==> config.mk <==
export PLATFORM = sky130hd
export DESIGN_NAME = wta_knn_rank_flat
export DESIGN_NICKNAME = d
export VERILOG_FILES = /design/src/rtl/wta_knn_rank_if.sv /design/src/rtl/wta_knn_rank.sv /design/src/flat_wrapper.sv
export SDC_FILE = /design/constraint.sdc
export NUM_CORES = 1
export LEC_CHECK = 0
export BUFFER_PORTS_ARGS = -buffer_cell sky130_fd_sc_hd__buf_4
export CORE_MARGIN = 8
export CORE_UTILIZATION = 45
export DETAILED_ROUTE_END_ITERATION = 6
export GPL_ROUTABILITY_DRIVEN = 0
export PLACE_DENSITY = 0.72
export SYNTH_ARGS = -nofsm -noshare
export SYNTH_HDL_FRONTEND = slang
export SYNTH_SLANG_ARGS = --single-unit
==> constraint.sdc <==
create_clock -name clk -period 5.7 [get_ports clk]
set_clock_uncertainty 0.1 [all_clocks]
set_input_delay 1.14 -clock clk [delete_from_list [all_inputs] [get_ports clk]]
set_output_delay 1.14 -clock clk [all_outputs]
set_load 0.01 [all_outputs]
==> src/rtl/wta_knn_rank_if.sv <==
// Request/result bundle for the WTA/KNN ranking engine.
// The requester drives the snapshot inputs; the engine returns status and the two masks.
interface wta_knn_rank_if #(
   parameter int unsigned N_CH  = 8,
   parameter int unsigned CNT_W = 12
);
   logic                    start;
   logic [N_CH*CNT_W-1:0]   counts;
   logic [N_CH-1:0]         enable;
   logic [2:0]              k;
   logic                    busy;
   logic                    done;
   logic [N_CH-1:0]         nn;
   logic [N_CH-1:0]         knn;

   modport master (
      output start, counts, enable, k,
      input  busy, done, nn, knn
   );

   modport slave (
      input  start, counts, enable, k,
      output busy, done, nn, knn
   );
endinterface

==> src/rtl/wta_knn_rank.sv <==
// Winner-take-all / k-nearest-neighbour ranking engine: ranks every enabled channel
// by a serial pairwise compare (one comparator, N_CH*N_CH cycles) and emits NN/KNN masks.
module wta_knn_rank #(
   parameter int unsigned N_CH       = 8,
   parameter int unsigned CNT_W      = 12,
   parameter bit          SELECT_MAX = 1'b0
) (
   input  logic               clk,
   input  logic               rst,
   wta_knn_rank_if.slave      bus
);

   localparam int unsigned IDX_W  = $clog2(N_CH);
   localparam int unsigned RANK_W = 3;
   localparam logic [IDX_W-1:0]  LAST_IDX = IDX_W'(N_CH - 1);
   localparam logic [RANK_W-1:0] RANK_MAX = '1;

   typedef enum logic {
      IDLE = 1'b0,
      SCAN = 1'b1
   } state_t;

   state_t                        state_q, state_d;
   logic [N_CH-1:0][CNT_W-1:0]    cnt_q, cnt_d;
   logic [N_CH-1:0]               en_q, en_d;
   logic [2:0]                    k_q, k_d;
   logic [IDX_W-1:0]              i_q, i_d;
   logic [IDX_W-1:0]              j_q, j_d;
   logic [RANK_W-1:0]             rank_q, rank_d;
   logic [N_CH-1:0]               nn_sh_q, nn_sh_d;
   logic [N_CH-1:0]               knn_sh_q, knn_sh_d;
   logic                          busy_q, busy_d;
   logic                          done_q, done_d;
   logic [N_CH-1:0]               nn_q, nn_d;
   logic [N_CH-1:0]               knn_q, knn_d;

   logic [CNT_W-1:0]              cnt_i_c, cnt_j_c;
   logic                          better_c;
   logic                          beats_c;
   logic [RANK_W-1:0]             rank_inc_c;

   // Single shared comparator; equal counts resolve in favour of the lower index.
   always_comb begin
      cnt_i_c = cnt_q[i_q];
      cnt_j_c = cnt_q[j_q];
      if (SELECT_MAX)
         better_c = (cnt_j_c > cnt_i_c) || ((cnt_j_c == cnt_i_c) && (j_q < i_q));
      else
         better_c = (cnt_j_c < cnt_i_c) || ((cnt_j_c == cnt_i_c) && (j_q < i_q));
      beats_c    = en_q[j_q] && (j_q != i_q) && better_c;
      rank_inc_c = (beats_c && (rank_q != RANK_MAX)) ? RANK_W'(rank_q + 1'b1) : rank_q;
   end

   // Next-state and datapath updates.
   always_comb begin
      state_d  = state_q;
      cnt_d    = cnt_q;
      en_d     = en_q;
      k_d      = k_q;
      i_d      = i_q;
      j_d      = j_q;
      rank_d   = rank_q;
      nn_sh_d  = nn_sh_q;
      knn_sh_d = knn_sh_q;
      busy_d   = busy_q;
      done_d   = 1'b0;
      nn_d     = nn_q;
      knn_d    = knn_q;

      case (state_q)
         IDLE: begin
            if (bus.start) begin
               cnt_d   = bus.counts;
               en_d    = bus.enable;
               k_d     = bus.k;
               i_d     = '0;
               j_d     = '0;
               rank_d  = '0;
               busy_d  = 1'b1;
               state_d = SCAN;
            end
         end
         SCAN: begin
            j_d    = IDX_W'(j_q + 1'b1);
            rank_d = rank_inc_c;
            if (j_q == LAST_IDX) begin
               rank_d        = '0;
               i_d           = IDX_W'(i_q + 1'b1);
               nn_sh_d[i_q]  = en_q[i_q] & (rank_inc_c == '0);
               knn_sh_d[i_q] = en_q[i_q] & (rank_inc_c <= k_q);
               // Last pair: publish the shadows, including the entry just written.
               if (i_q == LAST_IDX) begin
                  nn_d    = nn_sh_d;
                  knn_d   = knn_sh_d;
                  done_d  = 1'b1;
                  busy_d  = 1'b0;
                  state_d = IDLE;
               end
            end
         end
         default: state_d = IDLE;
      endcase
   end

   always_ff @(posedge clk) begin
      if (rst) begin
         state_q  <= IDLE;
         cnt_q    <= '0;
         en_q     <= '0;
         k_q      <= '0;
         i_q      <= '0;
         j_q      <= '0;
         rank_q   <= '0;
         nn_sh_q  <= '0;
         knn_sh_q <= '0;
         busy_q   <= 1'b0;
         done_q   <= 1'b0;
         nn_q     <= '0;
         knn_q    <= '0;
      end else begin
         state_q  <= state_d;
         cnt_q    <= cnt_d;
         en_q     <= en_d;
         k_q      <= k_d;
         i_q      <= i_d;
         j_q      <= j_d;
         rank_q   <= rank_d;
         nn_sh_q  <= nn_sh_d;
         knn_sh_q <= knn_sh_d;
         busy_q   <= busy_d;
         done_q   <= done_d;
         nn_q     <= nn_d;
         knn_q    <= knn_d;
      end
   end

   assign bus.busy = busy_q;
   assign bus.done = done_q;
   assign bus.nn   = nn_q;
   assign bus.knn  = knn_q;

endmodule

==> src/flat_wrapper.sv <==
// flat-port wrapper written by rule: the top's interface ports become plain ports
module wta_knn_rank_flat 
#(
   parameter int unsigned N_CH       = 8,
   parameter int unsigned CNT_W      = 12,
   parameter bit          SELECT_MAX = 1'b0
)
  (clk, rst, bus_start, bus_counts, bus_enable, bus_k, bus_busy, bus_done, bus_nn, bus_knn);
  wta_knn_rank_if #(.N_CH(N_CH), .CNT_W(CNT_W)) bus_i ();
  input  logic clk;
  input  logic rst;
  input wire logic [$bits(bus_i.start)-1:0] bus_start;
  input wire logic [$bits(bus_i.counts)-1:0] bus_counts;
  input wire logic [$bits(bus_i.enable)-1:0] bus_enable;
  input wire logic [$bits(bus_i.k)-1:0] bus_k;
  output wire logic [$bits(bus_i.busy)-1:0] bus_busy;
  output wire logic [$bits(bus_i.done)-1:0] bus_done;
  output wire logic [$bits(bus_i.nn)-1:0] bus_nn;
  output wire logic [$bits(bus_i.knn)-1:0] bus_knn;
  assign bus_i.start = bus_start;
  assign bus_i.counts = bus_counts;
  assign bus_i.enable = bus_enable;
  assign bus_i.k = bus_k;
  assign bus_busy = bus_i.busy;
  assign bus_done = bus_i.done;
  assign bus_nn = bus_i.nn;
  assign bus_knn = bus_i.knn;
  wta_knn_rank #(.N_CH(N_CH), .CNT_W(CNT_W), .SELECT_MAX(SELECT_MAX)) u_core (.clk(clk), .rst(rst), .bus(bus_i));
endmodule
## Word level (Yosys, flattened, before mapping)

Index checks and enable logic that the tools add are counted.

| storage, ports and cells | value |
|---|---|
| flip-flop bits (word level) | 151 |
| input port bits | 110 |
| output and inout bits | 18 |
| logic and storage cells | 82 |

| operators by class | value |
|---|---|
| add/sub/neg operators | 3 |
| magnitude comparators | 6 |
| eq/ne operators | 8 |
| multiplexer cells | 28 |
| bitwise logic cells | 4 |
| reduce and logical (&&, ||, !) cells | 13 |

Operator list:

| operator | count |
|---|---|
| binary-select mux 12 bit (select 3 bit) | 2 |
| two-way mux 12 bit | 2 |
| one-hot mux 3 bit (2 select lines) | 3 |
| bitwise mux 8 bit | 2 |
| == test 12 bit | 1 |
| < comparator 12 bit | 1 |
| two-way mux 3 bit | 4 |
| two-way mux 1 bit | 10 |
| adder 3 x 1 -> 3 bit (second input constant) | 3 |
| < comparator 3 x 4 -> 1 bit (second input constant) | 2 |
| binary-select mux 1 bit (select 3 bit) | 2 |
| == test 3 bit (second input constant) | 2 |
| != test 2 bit (second input constant) | 3 |
| AND reduction 2 bit | 3 |
| AND reduction 3 bit | 2 |
| logical AND 1 bit | 5 |
| one-hot mux 1 bit (2 select lines) | 2 |
| demux 1 bit (select 3 bit) | 1 |
| >= comparator 3 x 1 -> 1 bit (second input constant) | 1 |
| less-or-equal comparator 3 bit | 1 |
| logical NOT 3 bit | 1 |
| < comparator 3 bit | 1 |
| != test 3 bit | 1 |
| != test 3 bit (second input constant) | 1 |
| 4 further kinds | 6 |

## Logic depth before layout (Yosys ltp)

| depth | value |
|---|---|
| word-level depth | 11 |
| mapped depth | 23 |
| gate-level depth less buffers | 20 |

## Worst setup path after synthesis

OpenSTA, ideal clock, no wires.

| timing | value |
|---|---|
| path type | register to register |
| start point | reg u_core.j_q[0] |
| end point | reg u_core.knn_q[6] (netlist: u_core.bus.knn[6]) |
| library setup time | 74 ps |
| data arrival time | 4,420 ps |
| required time | 5,526 ps |
| path slack | 1,106 ps |
| cell stages (with the launch flop) | 21 |
| buffers on the path | 4 |
| period minus slack after synthesis | 4,594 ps |
| cells stage by stage | dfxtp_1 buf_6 buf_2 mux4_2 mux2_2 ha_1 a21o_1 nand3_1 a21oi_1 a2111o_1 a21oi_2 buf_6 mux2_2 ha_1 a21o_1 a21oi_1 a31oi_1 nor2_2 buf_2 mux2i_1 o21ai_0 |

| between the ends | value |
|---|---|
| longest elaborated chain between the ends | 11 |
| elaborated cells on any way between the ends | 19 |
| those cells by class | order compare: 3; eq/ne: 3; mux: 6; bitwise: 1; reduce/logical: 6 |

RTL lines:

| what | RTL line | RTL |
|---|---|---|
| from (decl) | wta_knn_rank.sv:28 | `logic [IDX_W-1:0] j_q, j_d;` |
| from (signal assigned) | wta_knn_rank.sv:126 | `j_q <= j_d;` |
| parallel branches: the longest is 11 deep, another holds < comparator 12 bit | n/a |  |
| to (signal assigned) | wta_knn_rank.sv:133 | `knn_q <= knn_d;` |
| to (decl) | wta_knn_rank.sv:35 | `logic [N_CH-1:0] knn_q, knn_d;` |

Parallel ways; which one is timed is not known. The select of a mux whose other input is x is not followed.
A chain may end at the register's enable or synchronous reset.

## Final worst setup path

| timing | value |
|---|---|
| start point | reg u_core.i_q[0] |
| end point | reg u_core.knn_q[5] (netlist: u_core.bus.knn[5]) |

| between the ends | value |
|---|---|
| longest elaborated chain between the ends | 11 |
| elaborated cells on any way between the ends | 24 |
| those cells by class | order compare: 5; eq/ne: 3; mux: 8; bitwise: 1; reduce/logical: 7 |

RTL lines:

| what | RTL line | RTL |
|---|---|---|
| from (decl) | wta_knn_rank.sv:27 | `logic [IDX_W-1:0] i_q, i_d;` |
| from (signal assigned) | wta_knn_rank.sv:125 | `i_q <= i_d;` |
| parallel branches: the longest is 11 deep, another holds < comparator 12 bit | n/a |  |

Parallel ways; which one is timed is not known. The select of a mux whose other input is x is not followed.

==> flow_summary.json <==
{
  "synth.most_common_cell": "nand2_1",
  "intPower_uw": 2010,
  "grt_pass1_wl_um": 34400,
  "placed_area_sq_mm": 0.00845,
  "route.vias.total": 6733,
  "vdd_drop_max_v": 0.000241,
  "grt.overflow.total": 0,
  "numCtsBuffers": 17,
  "combPwrFrac_pct": 10.1,
  "die_h_um": 144,
  "clk_latency_ns": 0.44,
  "clk_pin_slew_ns": 0.06,
  "h-tree-depth": 4,
  "fp.dieW_um": 144,
  "synth.avg_cell_area_sq_um": 8.53,
  "pwr-share-clk_pct": 46.6,
  "cts_tree": "built",
  "dr.pass1.iters": 5,
  "crit_fanout": 16,
  "async_reset_ff_share_pct": 0,
  "syn_inst": 860,
  "maxCapViolCount": 0,
  "num-nets-final": 1094,
  "ys_types": 54,
  "swShare_pct": 24.4,
  "fin_crit_sh_pct": 90.2,
  "grt_pass1_vias": 6566,
  "hp-class": "reg2reg",
  "postRouteAntennaNets": 0,
  "vias_per_cell": 5.66,
  "postRouteWirelength_um": 21900,
  "hold_viol_final": 0,
  "ctsHoldBuffers": 0,
  "min_period_ns": 5.14,
  "startpoint_type": "flip-flop",
  "clockRootBuffer": "clkbuf_16",
  "leakage_uw": 0.00348,
  "yosys_warnings": 0,
  "synth_nets": 994,
  "synthesis.area_sq_mm": 0.00734,
  "synth_top_area_share_pct": 41.2,
  "hp-start": "u_core.bus.knn[6]",
  "crit_type": "reg2reg",
  "slew_headroom_pct": 26.0,
  "area_growth_syn_to_layout_pct": 24.1,
  "r2r_setup_slack_ns": 0.56,
  "fmax_mhz": 195,
  "drt_iter0_drc": 565,
  "ys_top_cells_by_area": "dfxtp_1 41%, nand2_1 12%, a21oi_1 8.7%, mux4_2 6.8%, ha_1 4.1%",
  "design.die.area_sq_mm": 0.0206,
  "drc": 0,
  "drv_slew": 0,
  "place.port_buffers": 127,
  "placementRows": 46,
  "worstReg2RegEnd": "u_core.bus.knn[5]",
  "synth_edf_count": 0,
  "rsz0062_at_grt": "false",
  "dpl.hpwl_um": 15600,
  "powerDensity_mw_per_mm2": 292,
  "antenna_found_initial": 0,
  "rr_startpoint": "u_core.i_q[0]",
  "ys_ff_latch": 151,
  "design_area_sq_mm": 0.00910,
  "io_pins": 128,
  "seq_area_frac_synth_pct": 41.2,
  "grt_max_degree": 108,
  "status": "finished, final reports clean",
  "reg2reg_depth": 18,
  "cts_buffer_depth": 2,
  "core_sq_mm": 0.0159,
  "cts_setup_buffers": 0,
  "ys.flop_type": "dfxtp_1",
  "start_util_pct": 46.2,
  "worstPathArrival_ns": 5.40,
  "setup_tns_ns": 0,
  "drive_gt1_share_pct": 23.3,
  "seq_power_share_pct": 43.3,
  "finalSetupViolCount": 0,
  "cp.required_ns": 5.96,
  "synth_commonest_cells": "242 x nand2_1, 151 x dfxtp_1, 127 x a21oi_1",
  "clock_sink_count": 151,
  "end_kind": "flip-flop",
  "wl_per_cell_um": 18.4,
  "yosysTopAreaCell": "dfxtp_1",
  "startpoint": "u_core.i_q[0]",
  "worst_slew_pin_slew_ns": 1.11,
  "grt_util_all_layers_pct": 21.7,
  "cts_resized": 0,
  "antenna_cells": 0,
  "p_sw_uw": 649,
  "crit_path_end": "u_core.bus.knn[5]"
}
[how the worst min path moves through the flow]
stage / to / slack [ns] / cells past startpoint
after floorplan: u_core.k_q[1] / 0.34 / 2
after global placement: u_core.bus.knn[0] / 0.34 / 2
after detailed placement: u_core.bus.knn[2] / 0.34 / 2
after CTS: u_core.k_q[1] / 0.36 / 2
after global routing: u_core.k_q[1] / 0.40 / 2
final: u_core.bus.knn[6] / 0.35 / 2
[cell usage in the layout, fill, tap and decap left out, types with 4 or more instances in the layout]
cell type	count
bufinv_16	4
mux2_2	13
a22o_1	6
a21oi_1	127
inv_1	8
a22oi_1	38
inv_6	4
a221oi_1	6
ha_1	24
o21ai_0	17
a211oi_1	7
dfxtp_1	150
a32oi_1	7
and3_1	6
mux4_1	4
clkbuf_16	17
nor3_1	6
mux4_2	22
nor2b_1	5
buf_4	147
mux2i_1	16
nand2_1	242
nor2_1	29
nand3_1	10
and4_1	5
[critical path, cell delays in order (launching register included)]
cell	delay [ns]
dfxtp_1	0.66
nor2b_1	0.33
and2_1	0.55
a22oi_1	0.17
and4_1	0.23
ha_1	0.29
a21oi_1	0.15
o21ai_0	0.14
a2111o_1	0.47
a21oi_2	0.35
mux2_2	0.40
ha_1	0.29
a21o_1	0.16
a21oi_1	0.13
a31oi_1	0.07
nor2_2	0.08
buf_4	0.22
mux2i_1	0.11
o21ai_0	0.15
[routing by layer]
metal	share of wire (%)	global-route usage, %	wire length, um	up-vias
met1	41	26.4	8890	3140
met5	0	0	0	-
met2	49	35.7	10700	285
met4	3.0	10.1	668	0
met3	7.7	5.14	1700	49
li1	-	-	-	3259
[cell families (layout without fill, tap and decap cells)]
family / after synthesis / in the layout / share of synthesized area [%]
DFF: 151 / 151 / 41.2
buffers and inverters: 75 / 188 / 4.25
AOI/OAI and AO/OA: 230 / 230 / 19.4
adders and majority gates: 24 / 24 / 4.09
and+or+nand+nor: 323 / 323 / 18.3
xor gates and xnor gates: 1 / 1 / 0.119
muxes: 56 / 56 / 12.7
[through the flow]
| step | hold WS (ns) | total power [uW] | setup WS (ns) | cells | utilization (%) |
|---|---|---|---|---|---|
| final | 0.353 | 2660 | 0.559 | 1189 | 57.3 |
| after global routing | 0.396 | 2760 | 0.220 | 1189 | 57.3 |
| after CTS | 0.356 | 2670 | 0.582 | 1189 | 57.3 |
| after detailed placement | 0.343 | 1440 | 0.649 | 1157 | 53.2 |
| after global placement | 0.339 | 1440 | 0.802 | 1157 | 53.2 |
| after floorplan | 0.336 | 1320 | 1.11 | 860 | - |
[area by class of cell]
cell class	count	area [sq um]
multi-input cells	634	4020
repair buffers	147	1100
clock buffers	20	467
fillers	1479	6780
clock inverters	12	186
flip-flops and latches	151	3020
well taps	216	270
inverters	9	33.8
[state kept, by name, indices dropped and copies added, names as in the netlist]
| register | flops |
|---|---|
| u_core.cnt_q | 96 |
| u_core.bus.knn | 8 |
| u_core.bus.nn | 8 |
| u_core.en_q | 8 |
| u_core.knn_sh_q | 8 |
| u_core.nn_sh_q | 8 |
| u_core.i_q | 3 |
| u_core.j_q | 3 |
| u_core.k_q | 3 |
| u_core.rank_q | 3 |
| u_core.bus.busy | 1 |
| u_core.bus.done | 1 |
| u_core.state_q | 1 |
[power groups by stage]
stage	registers, uW	clock network, uW	logic [uW]
final	1150	1240	269
after global routing	1160	1300	300
after CTS	1150	1250	270
after detailed placement	1170	0	268
after global placement	1170	0	263
after floorplan	1150	0	176
Note: power is estimated with default switching activity, not from simulation.
